File: src/rtl/pll_seq_pkg.sv
// Shared definitions for the PLL lock sequencer: state encoding and parameter defaults.
package pll_seq_pkg;

  typedef enum logic [2:0] {
    ST_OFF     = 3'd0,
    ST_PWRDN   = 3'd1,
    ST_RESET   = 3'd2,
    ST_MEASURE = 3'd3,
    ST_LOCKED  = 3'd4,
    ST_FAIL    = 3'd5
  } state_e;

  localparam int DEF_CNT_W       = 16;
  localparam int DEF_PD_CYC      = 8;
  localparam int DEF_RST_CYC     = 16;
  localparam int DEF_LOCK_CNT    = 4;
  localparam int DEF_TOL         = 1;
  localparam int DEF_TIMEOUT_CYC = 1024;

endpackage

File: src/rtl/pll_lock_seq_period_meter.sv
// Measures the monitored-clock period in clk cycles, judges stability against the
// previous capture and flags a missing-edge timeout.
module period_meter
  import pll_seq_pkg::*;
#(
  parameter int CNT_W       = DEF_CNT_W,
  parameter int TOL         = DEF_TOL,
  parameter int LOCK_CNT    = DEF_LOCK_CNT,
  parameter int TIMEOUT_CYC = DEF_TIMEOUT_CYC
) (
  input  logic             clk,
  input  logic             rst_n,
  input  logic             i_clr,
  input  logic             i_run,
  input  logic             i_mon_edge,
  output logic [CNT_W-1:0] o_period,
  output logic             o_capture,
  output logic             o_stable,
  output logic             o_lock_hit,
  output logic             o_timeout
);

  localparam logic [CNT_W-1:0] ONE_V  = CNT_W'(1);
  localparam logic [CNT_W-1:0] TOL_V  = CNT_W'(TOL);
  localparam logic [CNT_W-1:0] LOCK_V = CNT_W'(LOCK_CNT);
  localparam logic [CNT_W-1:0] TMO_V  = CNT_W'(TIMEOUT_CYC);

  logic [CNT_W-1:0] r_gap;
  logic [CNT_W-1:0] r_period;
  logic [CNT_W-1:0] r_stable_cnt;
  logic             r_armed;
  logic             r_have_prev;

  logic [CNT_W-1:0] w_diff;
  logic [CNT_W-1:0] w_gap_inc;
  logic [CNT_W-1:0] w_cnt_inc;
  logic             w_capture;
  logic             w_stable;

  // The first edge after a clear only arms the meter; later edges capture.
  assign w_capture = i_run && i_mon_edge && r_armed;
  assign w_diff    = (r_gap >= r_period) ? (r_gap - r_period) : (r_period - r_gap);
  assign w_stable  = w_capture && r_have_prev && (r_gap != '0) && (w_diff <= TOL_V);
  assign w_gap_inc = (&r_gap) ? r_gap : (r_gap + ONE_V);
  assign w_cnt_inc = (&r_stable_cnt) ? r_stable_cnt : (r_stable_cnt + ONE_V);

  assign o_period   = r_period;
  assign o_capture  = w_capture;
  assign o_stable   = w_stable;
  assign o_lock_hit = w_stable && (w_cnt_inc >= LOCK_V);
  assign o_timeout  = i_run && !i_mon_edge && (r_gap >= TMO_V);

  always_ff @(posedge clk or negedge rst_n) begin
    if (!rst_n) begin
      r_gap        <= '0;
      r_period     <= '0;
      r_stable_cnt <= '0;
      r_armed      <= 1'b0;
      r_have_prev  <= 1'b0;
    end else if (i_clr) begin
      r_gap        <= '0;
      r_stable_cnt <= '0;
      r_armed      <= 1'b0;
      r_have_prev  <= 1'b0;
    end else if (i_run) begin
      r_gap <= i_mon_edge ? ONE_V : w_gap_inc;
      if (i_mon_edge) begin
        if (!r_armed) begin
          r_armed <= 1'b1;
        end else begin
          r_period     <= r_gap;
          r_have_prev  <= 1'b1;
          r_stable_cnt <= w_stable ? w_cnt_inc : '0;
        end
      end
    end
  end

endmodule

File: src/rtl/pll_lock_seq.sv
// PLL power-up / reset / lock-detect sequencer.
// Optional macro PLL_LOCK_SEQ_AUTO_RELOCK_EN: loss of lock restarts from PWRDN instead of FAIL.
module pll_lock_seq
  import pll_seq_pkg::*;
#(
  parameter int CNT_W       = DEF_CNT_W,
  parameter int PD_CYC      = DEF_PD_CYC,
  parameter int RST_CYC     = DEF_RST_CYC,
  parameter int LOCK_CNT    = DEF_LOCK_CNT,
  parameter int TOL         = DEF_TOL,
  parameter int TIMEOUT_CYC = DEF_TIMEOUT_CYC
) (
  input  logic             clk,
  input  logic             rst_n,
  input  logic             en,
  input  logic             mon_edge,
  output logic             pll_pwrdwn,
  output logic             pll_rst,
  output logic             locked,
  output logic             fail,
  output logic [CNT_W-1:0] period,
  output logic [2:0]       state
);

  localparam int TMR_MAX = (PD_CYC > RST_CYC) ? PD_CYC : RST_CYC;
  localparam int TMR_W   = $clog2(TMR_MAX + 1);
  localparam logic [TMR_W-1:0] PD_LAST  = TMR_W'(PD_CYC - 1);
  localparam logic [TMR_W-1:0] RST_LAST = TMR_W'(RST_CYC - 1);

  state_e           r_state;
  state_e           w_state_nxt;
  logic [TMR_W-1:0] r_tmr;
  logic             r_pwrdwn;
  logic             r_rst;
  logic             r_locked;
  logic             r_fail;

  logic w_pwrdwn_nxt;
  logic w_rst_nxt;
  logic w_locked_nxt;
  logic w_fail_nxt;
  logic w_clr;
  logic w_run;
  logic w_capture;
  logic w_stable;
  logic w_lock_hit;
  logic w_timeout;

  assign w_run = (r_state == ST_MEASURE) || (r_state == ST_LOCKED);
  assign w_clr = (w_state_nxt == ST_MEASURE) && (r_state != ST_MEASURE);

  period_meter #(
    .CNT_W       (CNT_W),
    .TOL         (TOL),
    .LOCK_CNT    (LOCK_CNT),
    .TIMEOUT_CYC (TIMEOUT_CYC)
  ) u_meter (
    .clk        (clk),
    .rst_n      (rst_n),
    .i_clr      (w_clr),
    .i_run      (w_run),
    .i_mon_edge (mon_edge),
    .o_period   (period),
    .o_capture  (w_capture),
    .o_stable   (w_stable),
    .o_lock_hit (w_lock_hit),
    .o_timeout  (w_timeout)
  );

  // Dwell timer restarts on every state change so each timed state starts from zero.
  always_ff @(posedge clk or negedge rst_n) begin
    if (!rst_n) begin
      r_tmr <= '0;
    end else if (w_state_nxt != r_state) begin
      r_tmr <= '0;
    end else if ((r_state == ST_PWRDN) || (r_state == ST_RESET)) begin
      r_tmr <= r_tmr + TMR_W'(1);
    end
  end

  always_ff @(posedge clk or negedge rst_n) begin
    if (!rst_n) begin
      r_state  <= ST_OFF;
      r_pwrdwn <= 1'b1;
      r_rst    <= 1'b1;
      r_locked <= 1'b0;
      r_fail   <= 1'b0;
    end else begin
      r_state  <= w_state_nxt;
      r_pwrdwn <= w_pwrdwn_nxt;
      r_rst    <= w_rst_nxt;
      r_locked <= w_locked_nxt;
      r_fail   <= w_fail_nxt;
    end
  end

  always_comb begin
    w_state_nxt = r_state;
    if (!en) begin
      w_state_nxt = ST_OFF;
    end else begin
      case (r_state)
        ST_OFF:     w_state_nxt = ST_PWRDN;
        ST_PWRDN:   if (r_tmr == PD_LAST) w_state_nxt = ST_RESET;
        ST_RESET:   if (r_tmr == RST_LAST) w_state_nxt = ST_MEASURE;
        ST_MEASURE: begin
          if (w_timeout)       w_state_nxt = ST_FAIL;
          else if (w_lock_hit) w_state_nxt = ST_LOCKED;
        end
        ST_LOCKED: begin
          if ((w_capture && !w_stable) || w_timeout) begin
`ifdef PLL_LOCK_SEQ_AUTO_RELOCK_EN
            w_state_nxt = ST_PWRDN;
`else
            w_state_nxt = ST_FAIL;
`endif
          end
        end
        ST_FAIL:    w_state_nxt = ST_FAIL;
        default:    w_state_nxt = ST_OFF;
      endcase
    end
  end

  // Outputs are decoded from the next state and registered alongside it.
  always_comb begin
    w_pwrdwn_nxt = 1'b0;
    w_rst_nxt    = 1'b0;
    w_locked_nxt = 1'b0;
    w_fail_nxt   = 1'b0;
    case (w_state_nxt)
      ST_OFF, ST_PWRDN, ST_FAIL: begin
        w_pwrdwn_nxt = 1'b1;
        w_rst_nxt    = 1'b1;
      end
      ST_RESET:  w_rst_nxt = 1'b1;
      default:   ;
    endcase
    w_locked_nxt = (w_state_nxt == ST_LOCKED);
    w_fail_nxt   = (w_state_nxt == ST_FAIL);
  end

  assign pll_pwrdwn = r_pwrdwn;
  assign pll_rst    = r_rst;
  assign locked     = r_locked;
  assign fail       = r_fail;
  assign state      = r_state;

endmodule

File: config.mk
export PLATFORM = sky130hd
export DESIGN_NAME = pll_lock_seq
export DESIGN_NICKNAME = d
export VERILOG_FILES = /design/src/rtl/pll_seq_pkg.sv /design/src/rtl/pll_lock_seq_period_meter.sv /design/src/rtl/pll_lock_seq.sv
export SDC_FILE = /design/constraint.sdc
export NUM_CORES = 1
export LEC_CHECK = 0
export ABC_AREA = 1
export CAP_MARGIN = 40
export CELL_PAD_IN_SITES_DETAIL_PLACEMENT = 1
export CELL_PAD_IN_SITES_GLOBAL_PLACEMENT = 1
export CORE_UTILIZATION = 44
export DETAILED_ROUTE_END_ITERATION = 16
export PLACE_DENSITY = 0.84
export SLEW_MARGIN = 25
export SYNTH_ARGS = -nofsm -noshare
export SYNTH_HDL_FRONTEND = slang
export SYNTH_SLANG_ARGS = --single-unit
File: constraint.sdc
create_clock -name clk -period 3.94 [get_ports clk]
set_input_delay 0.394 -clock clk [delete_from_list [all_inputs] [get_ports clk]]
set_output_delay 0.394 -clock clk [all_outputs]
set_load 0.02 [all_outputs]
# ---- Yosys cells after proc, flatten, opt, wreduce, memory -nomap -nowiden
# Index checks and enable logic that the tools add are counted.
dict set report totals {
  mem_bits_rw 0
  out_inout_bits 23
  regBits 62
  memories 0
  wordCells 95
  mem_bits_ro 0
  input_bits 4
  latch_bits 0
}
dict set report classes {
  reduce_logical 30
  multipliers 0
  shift 0
  add_sub_neg 5
  n_mux 29
  n_div 0
  n_bitwise 1
  n_eq_ne 15
  order_cmp 4
}
# op n
set op_table {}
lappend op_table {{2-to-1 mux 16 bit} 11}
lappend op_table {{adder 16 x 1 -> 16 bit, second input constant} 2}
lappend op_table {{AND reduction 16 bit} 2}
lappend op_table {{subtractor 16 bit} 2}
lappend op_table {{2-to-1 mux 3 bit} 6}
lappend op_table {{one-hot mux 3 bit (6 select lines)} 1}
lappend op_table {{>= comparator 16 x 11 -> 1 bit, second input constant} 1}
lappend op_table {{>= comparator 16 bit} 1}
lappend op_table {{>= comparator 16 x 3 -> 1 bit, second input constant} 1}
lappend op_table {{<= comparator 16 x 1 -> 1 bit, second input constant} 1}
lappend op_table {{nonzero test 16 bit} 1}
lappend op_table {{equality test 3 x 2 -> 1 bit, second input constant} 4}
lappend op_table {{equality test 3 bit, second input constant} 4}
lappend op_table {{logical AND 1 bit} 10}
lappend op_table {{2-to-1 mux 5 bit} 2}
lappend op_table {{2-to-1 mux 1 bit} 9}
lappend op_table {{nonzero test 2 bit} 4}
lappend op_table {{equality test 3 x 1 -> 1 bit, second input constant} 2}
lappend op_table {{zero test 3 bit} 2}
lappend op_table {{!= test 3 x 2 -> 1 bit, second input constant} 2}
lappend op_table {{adder 5 x 1 -> 5 bit, second input constant} 1}
lappend op_table {{equality test 5 x 3 -> 1 bit, second input constant} 1}
lappend op_table {{equality test 5 x 4 -> 1 bit, second input constant} 1}
lappend op_table {{AND reduction 2 bit} 2}
lappend op_table {{8 further kinds} 11}

# ---- Depth between registers and ports, before layout
dict set report logic_depth {
  depth_word 17
  depth_mapped 26
  mapped_depth_nobuf 25
}

# ---- By module
# A second synthesis with hierarchy kept.
dict set report unflattened {
  cells_unflattened 929
  hier_area_um2 5749.3
}
# mod cells_per_inst n_inst seq_area_each_um2 area_per_inst_um2
set by_module_without_submodules {}
lappend by_module_without_submodules {period_meter 836 1 1251.2 5026.1}
lappend by_module_without_submodules {pll_lock_seq 93 1 302.8 723.2}

# ---- Worst setup path before layout
# Ideal clock, no wire load.
dict set report synth_path {
  path_kind {reg-to-reg}
  start {register u_meter.r_period[0] (netlist: u_meter.o_period[0])}
  end {register r_tmr[4]}
  setup_time_ns 0.121
  arrival_time_ns 2.681
  period_less_slack_ns 2.802
  path_buffers 0
  required_ns 3.819
  setup_slack_ns 1.138
  stages_incl_launch_ff 26
  path_cell_list {dfrtp_1 > inv_1 > ha_1 > fa_1 > inv_1 > nand2_1 > nand2_1 > nand2_1 > nand2_1 > nand2_1 > nand2_1 > nand2_1 > nor2_1 > nand3_1 > nand2_1 > nand2_1 > nor2_2 > nand2_2 > nand2_1 > nand2_2 > nand2_4 > nand2_2 > nand2_1 > nand2_1 > nand3_2 > nor2_1}
}
dict set report synth_via {
  elab_chain_cells 12
  word_cells_on_any_way 18
  classes_between {add/sub (2); order compare (2); eq/ne (1); mux (7); reduce/logical (6)}
}
# item line_no
set synth_lines {}
lappend synth_lines {{start, declared} pll_lock_seq_period_meter.sv:29} ;# logic [CNT_W-1:0] r_period;
lappend synth_lines {{start signal, assigned} pll_lock_seq_period_meter.sv:71} ;# r_period <= r_gap;
lappend synth_lines {{subtractor 16 bit / >= comparator 16 bit (equally long branches)} pll_lock_seq_period_meter.sv:42} ;# assign w_diff = (r_gap >= r_period) ? (r_gap - r_period) : (r_period - r_gap);
lappend synth_lines {{2-to-1 mux 16 bit *} pll_lock_seq_period_meter.sv:42}
lappend synth_lines {{<= comparator 16 x 1 -> 1 bit *} pll_lock_seq_period_meter.sv:43} ;# assign w_stable = w_capture && r_have_prev && (r_gap != '0) && (w_diff <= TOL_V);
lappend synth_lines {{logical AND 1 bit *} pll_lock_seq_period_meter.sv:43}
lappend synth_lines {{zero test 1 bit} pll_lock_seq.sv:111} ;# if ((w_capture && !w_stable) || w_timeout) begin
lappend synth_lines {{logical AND 1 bit} pll_lock_seq.sv:111}
lappend synth_lines {{logical OR 1 bit} pll_lock_seq.sv:111}
lappend synth_lines {{2-to-1 mux 3 bit} pll_lock_seq.sv:111}
lappend synth_lines {{one-hot mux 3 bit (6 select lines) *} pll_lock_seq.sv:102} ;# case (r_state)
lappend synth_lines {{2-to-1 mux 3 bit *} pll_lock_seq.sv:99} ;# if (!en) begin
lappend synth_lines {{!= test 3 bit *} pll_lock_seq.sv:74} ;# end else if (w_state_nxt != r_state) begin
lappend synth_lines {{2-to-1 mux 5 bit / nonzero test 2 bit (equally long branches)} n/a}
lappend synth_lines {{end signal, assigned} pll_lock_seq.sv:77} ;# r_tmr <= r_tmr + TMR_W'(1);
lappend synth_lines {{end, declared} pll_lock_seq.sv:32} ;# logic [TMR_W-1:0] r_tmr;
# Mark *: on every way between the ends. The rest lies on a longest branch, timed or not.
# A chain may end at the register's enable or synchronous reset.

# ---- Worst setup path in the final report
dict set report layout_path {
  start {register u_meter.r_gap[0]}
  end {register u_meter.r_stable_cnt[14]}
}
dict set report layout_via {
  elab_chain_cells 14
  word_cells_on_any_way 30
  classes_between {add/sub (2); order compare (3); eq/ne (1); mux (11); reduce/logical (13)}
}
# item line_no
set layout_lines {}
lappend layout_lines {{start, declared} pll_lock_seq_period_meter.sv:28} ;# logic [CNT_W-1:0] r_gap;
lappend layout_lines {{start signal, assigned} pll_lock_seq_period_meter.sv:66} ;# r_gap <= i_mon_edge ? ONE_V : w_gap_inc;
lappend layout_lines {{subtractor 16 bit / >= comparator 16 bit (equally long branches)} pll_lock_seq_period_meter.sv:42}
lappend layout_lines {{2-to-1 mux 16 bit} pll_lock_seq_period_meter.sv:42}
lappend layout_lines {{<= comparator 16 x 1 -> 1 bit} pll_lock_seq_period_meter.sv:43}
lappend layout_lines {{logical AND 1 bit} pll_lock_seq_period_meter.sv:43}
lappend layout_lines {{zero test 1 bit} pll_lock_seq.sv:111}
lappend layout_lines {{logical AND 1 bit} pll_lock_seq.sv:111}
lappend layout_lines {{logical OR 1 bit} pll_lock_seq.sv:111}
lappend layout_lines {{2-to-1 mux 3 bit} pll_lock_seq.sv:111}
lappend layout_lines {{one-hot mux 3 bit (6 select lines)} pll_lock_seq.sv:102}
lappend layout_lines {{2-to-1 mux 3 bit} pll_lock_seq.sv:99}
lappend layout_lines {{equality test 3 x 2 -> 1 bit} pll_lock_seq.sv:50} ;# assign w_clr = (w_state_nxt == ST_MEASURE) && (r_state != ST_MEASURE);
lappend layout_lines {{logical AND 1 bit} pll_lock_seq.sv:50}
lappend layout_lines {{nonzero test 2 bit (no source line)} n/a}
lappend layout_lines {{AND reduction 3 bit (no source line)} n/a}
lappend layout_lines {{end signal, assigned} pll_lock_seq_period_meter.sv:73} ;# r_stable_cnt <= w_stable ? w_cnt_inc : '0;
lappend layout_lines {{end, declared} pll_lock_seq_period_meter.sv:30} ;# logic [CNT_W-1:0] r_stable_cnt;
# Several ways; a longest one is shown, not always the timed one. The select of a mux whose other input is x is not followed.

==> results <==
-- routing by layer --
| layer | GRT usage, % | share of wire (%) | routed length [um] | vias to the layer above |
|---|---|---|---|---|
| li1 | - | - | - | 2830 |
| met1 | 34.9 | 43 | 7810 | 2818 |
| met2 | 53.5 | 52 | 9430 | 78 |
| met3 | 2.77 | 2.4 | 437 | 27 |
| met4 | 10.4 | 2.1 | 382 | 0 |
| met5 | 0 | 0 | 0 | - |
-- state kept, by name, indices dropped and copies added (netlist names), 3 cells and up --
name / flops
u_meter.o_period: 16
r_tmr: 5
state: 3
u_meter.r_stable_cnt: 16
u_meter.r_gap: 16
-- cells by family (layout without fill, tap and decap cells) --
kind of cell    after synthesis  in the layout  share of synthesized area [%]
mux                           1              1                          0.177
fa+ha+maj                    38             38                           8.66
simple gates                537            537                           42.5
buf+inv                     151            181                           10.7
compound gates               68             68                           6.80
xor+xnor                     24             24                           3.71
flops                        62             62                           27.4
-- final cells by class --
cell class,instances,area [sq um]
clock buffer,10,229
sequential,62,1550
tap,172,215
fill,1740,6200
inverter,134,508
multi-input combinational,668,3500
timing repair buffer,31,293
clock inverter,6,62.6
-- worst paths after layout --
check | from | endpoint | slack (ns) | depth (start not counted)
hold / removal | rst_n | u_meter.r_stable_cnt[0] | 0.1 | 1
setup / recovery | u_meter.r_gap[0] | u_meter.r_stable_cnt[14] | 0.39 | 24
setup reg to reg | u_meter.r_gap[0] | u_meter.r_stable_cnt[14] | 0.39 | 24
hold reg to reg | u_meter.r_have_prev | u_meter.r_have_prev | 0.49 | 1
min in group clk | u_meter.r_have_prev | u_meter.r_have_prev | 0.49 | 1
max in group asynchronous | rst_n | u_meter.o_period[7] | 2.91 | 2
-- power by group through the flow --
stage	combinational, W	sequential, W	clock, W
after floorplan	0.000230	0.000723	0
after global placement	0.000371	0.000708	0
after detailed placement	0.000386	0.000710	0
after CTS	0.000389	0.000699	0.000805
after global routing	0.000434	0.000703	0.000823
final	0.000388	0.000699	0.000796
-- through the flow --
step	cells	power (W)	hold WS, ns	worst slack (ns)
after detailed placement	1067	0.00110	0.480	0.409
after global placement	1067	0.00108	0.470	0.551
final	1083	0.00188	0.0986	0.394
after floorplan	881	0.000953	0.0984	1.14
after global routing	1083	0.00196	0.165	0.0634
after CTS	1083	0.00189	0.132	0.383
-- cells in the mapped netlist (all sizes together) --
cell type  instances
a211oi             1
a21boi             1
a21o               1
a21oi             25
a22oi              1
and2               2
and3               1
buf                9
clkbuf             8
clkinv             3
dfrtp             60
dfstp              2
fa                 2
ha                36
inv              131
mux2i              1
nand2            297
nand3            109
nand3b             3
nand4             12
nor2              83
nor3              19
nor3b              2
nor4               3
o2111ai            1
o211ai             1
o21a               1
o21ai             33
o21bai             3
or2                6
xnor2              6
xor2              18
==> impl_metrics.csv <==
group,metric,value,unit
timing,max_freq,0.282,GHz
yosys,synth.area.top_cells,"dfrtp_1, nand2_1, nand3_1",
yosys,yosys.area.top_type,"dfrtp_1",
timing,hold_violations,0,
yosys,syn_area,0.00566,sq mm
yosys,synth_area_per_cell,6.43,sq um
routing,drtIter0Drc,268,
setup_path,critical_path.top_delay_family,"simple AND/OR/NAND/NOR gates",
pwr,pwr-share-clk,42.3,%
setup_path,crit_top_cell,"nand2_1",
routing,finalWirelength,18.1,mm
pwr,switching_share,31.4,%
placement,io_buffers,26,
routing,wire_per_inst,16.7,um
timing,setup_tns,0,ns
clock_tree,cts_buffers,9,
timing,fin_crit,3.55,ns
clock_tree,cts_buffer_depth,2,
clock_tree,cts.sink_count,62,
routing,postRouteAntennaNets,0,
routing,drt-pass1-iter-count,4,
cells_and_area,drive_above_1_share,8.12,%
setup_path,worstPathCellList,"inv_1 -> ha_1 -> fa_1 -> inv_1 -> nand2_1 -> nand2_2 -> nand2_1 -> nand2_1 -> nand2_1 -> nand2_1 -> nand2_1 -> nor2_1 -> nand2_1 -> nor2_1 -> nor2_1 -> nor2_4 -> nand2_2 -> nand2_1 -> nand2_2 -> nand2_4 -> nor2_8 -> inv_6 -> nand3_1 -> o21ai_1",
cells_and_area,design_area,0.00636,sq mm
pwr,p_leak,3.33,nW
setup_path,setup.worst_path.end_class,"flip-flop",
yosys,syn_inst,881,
setup_path,cp-start-kind,"flip-flop",
clock_tree,cts_resized,0,
floorplanning,boundaryPins,27,
pwr,switchingPower,0.000592,W
clock_tree,cts-root-buf,"clkbuf_16",
floorplanning,row_count,41,
yosys,syn_nets,923,
global_route,grt-ovfl-total,0,
yosys,synth_top_area_share,26.5,%
setup_path,crit_fanout,44,
timing,finalSetupViolCount,0,
cells_and_area,diodes,0,
floorplanning,dieArea,0.0133,sq mm
timing,slew_headroom,47.3,%
yosys,yosys_warnings,0,
cells_and_area,fin_nets,948,
placement,gp_congestion,0.865,
global_route,grt_max_degree,45,
global_route,grt.total_usage,29.0,%
setup_path,cp.arrival,3.81,ns
clock_tree,post-cts-setup-buffers,0,
yosys,yosys_register_bits,62,
floorplanning,die_h,115,um
pwr,pwr_density_cell,296,mW/mm^2
placement,hpwlAfterDp,14.0,mm
cells_and_area,final_common_cell,"nand2_1",
worst_hold_path,hold_path.class,"in2async",
floorplanning,start_util,45.1,%
pwr,pwr-share-seq,37.1,%
global_route,grt_antenna_before_repair,0,
floorplanning,coreArea,0.0126,sq mm
clock_tree,path_clk_slew,0.06,ns
flow_run,max_cap_viol_count,0,
setup_path,path_class,"reg2reg",
pwr,peakVddDrop,0.254,mV
setup_path,slowest_delay,0.46,ns
pwr,p_comb_share,20.6,%
cells_and_area,final_cell_mix,"nand2_1, inv_1, nand3_1",
yosys,synth_cell_types,46,
clock_tree,cts_hold_buf,0,
timing,drv_slew,0,
global_route,grt_pass1_wl,29.9,mm
floorplanning,die_width,115,um
pwr,internal_power,0.00129,W
setup_path,crit_slowest_cell,"dfrtp_1",
routing,via_per_inst,5.31,
status,status,"complete, no violations",
routing,vias,5753,
timing,min_period_over_period,90.0,%
timing,clock_skew,0.0116,ns
routing,drcViolationCount,0,
cells_and_area,final_core_util,50.6,%
global_route,grt_pass1_vias,6107,
cells_and_area,synthToLayoutAreaGrowth,12.3,%
timing,worst_pin_slew,0.786,ns
clock_tree,h-tree-depth,3,
setup_path,required,4.21,ns
placement,placed_area,0.00607,sq mm
clock_tree,cts_tree,"yes",
clock_tree,clkLatencyLatePin,0.35,ns
yosys,ys_seq_area_share,27.4,%
timing,rsz0062_at_grt,"false",
setup_path,critPathBufInv,3,
(Power assumes the default switching activity.)
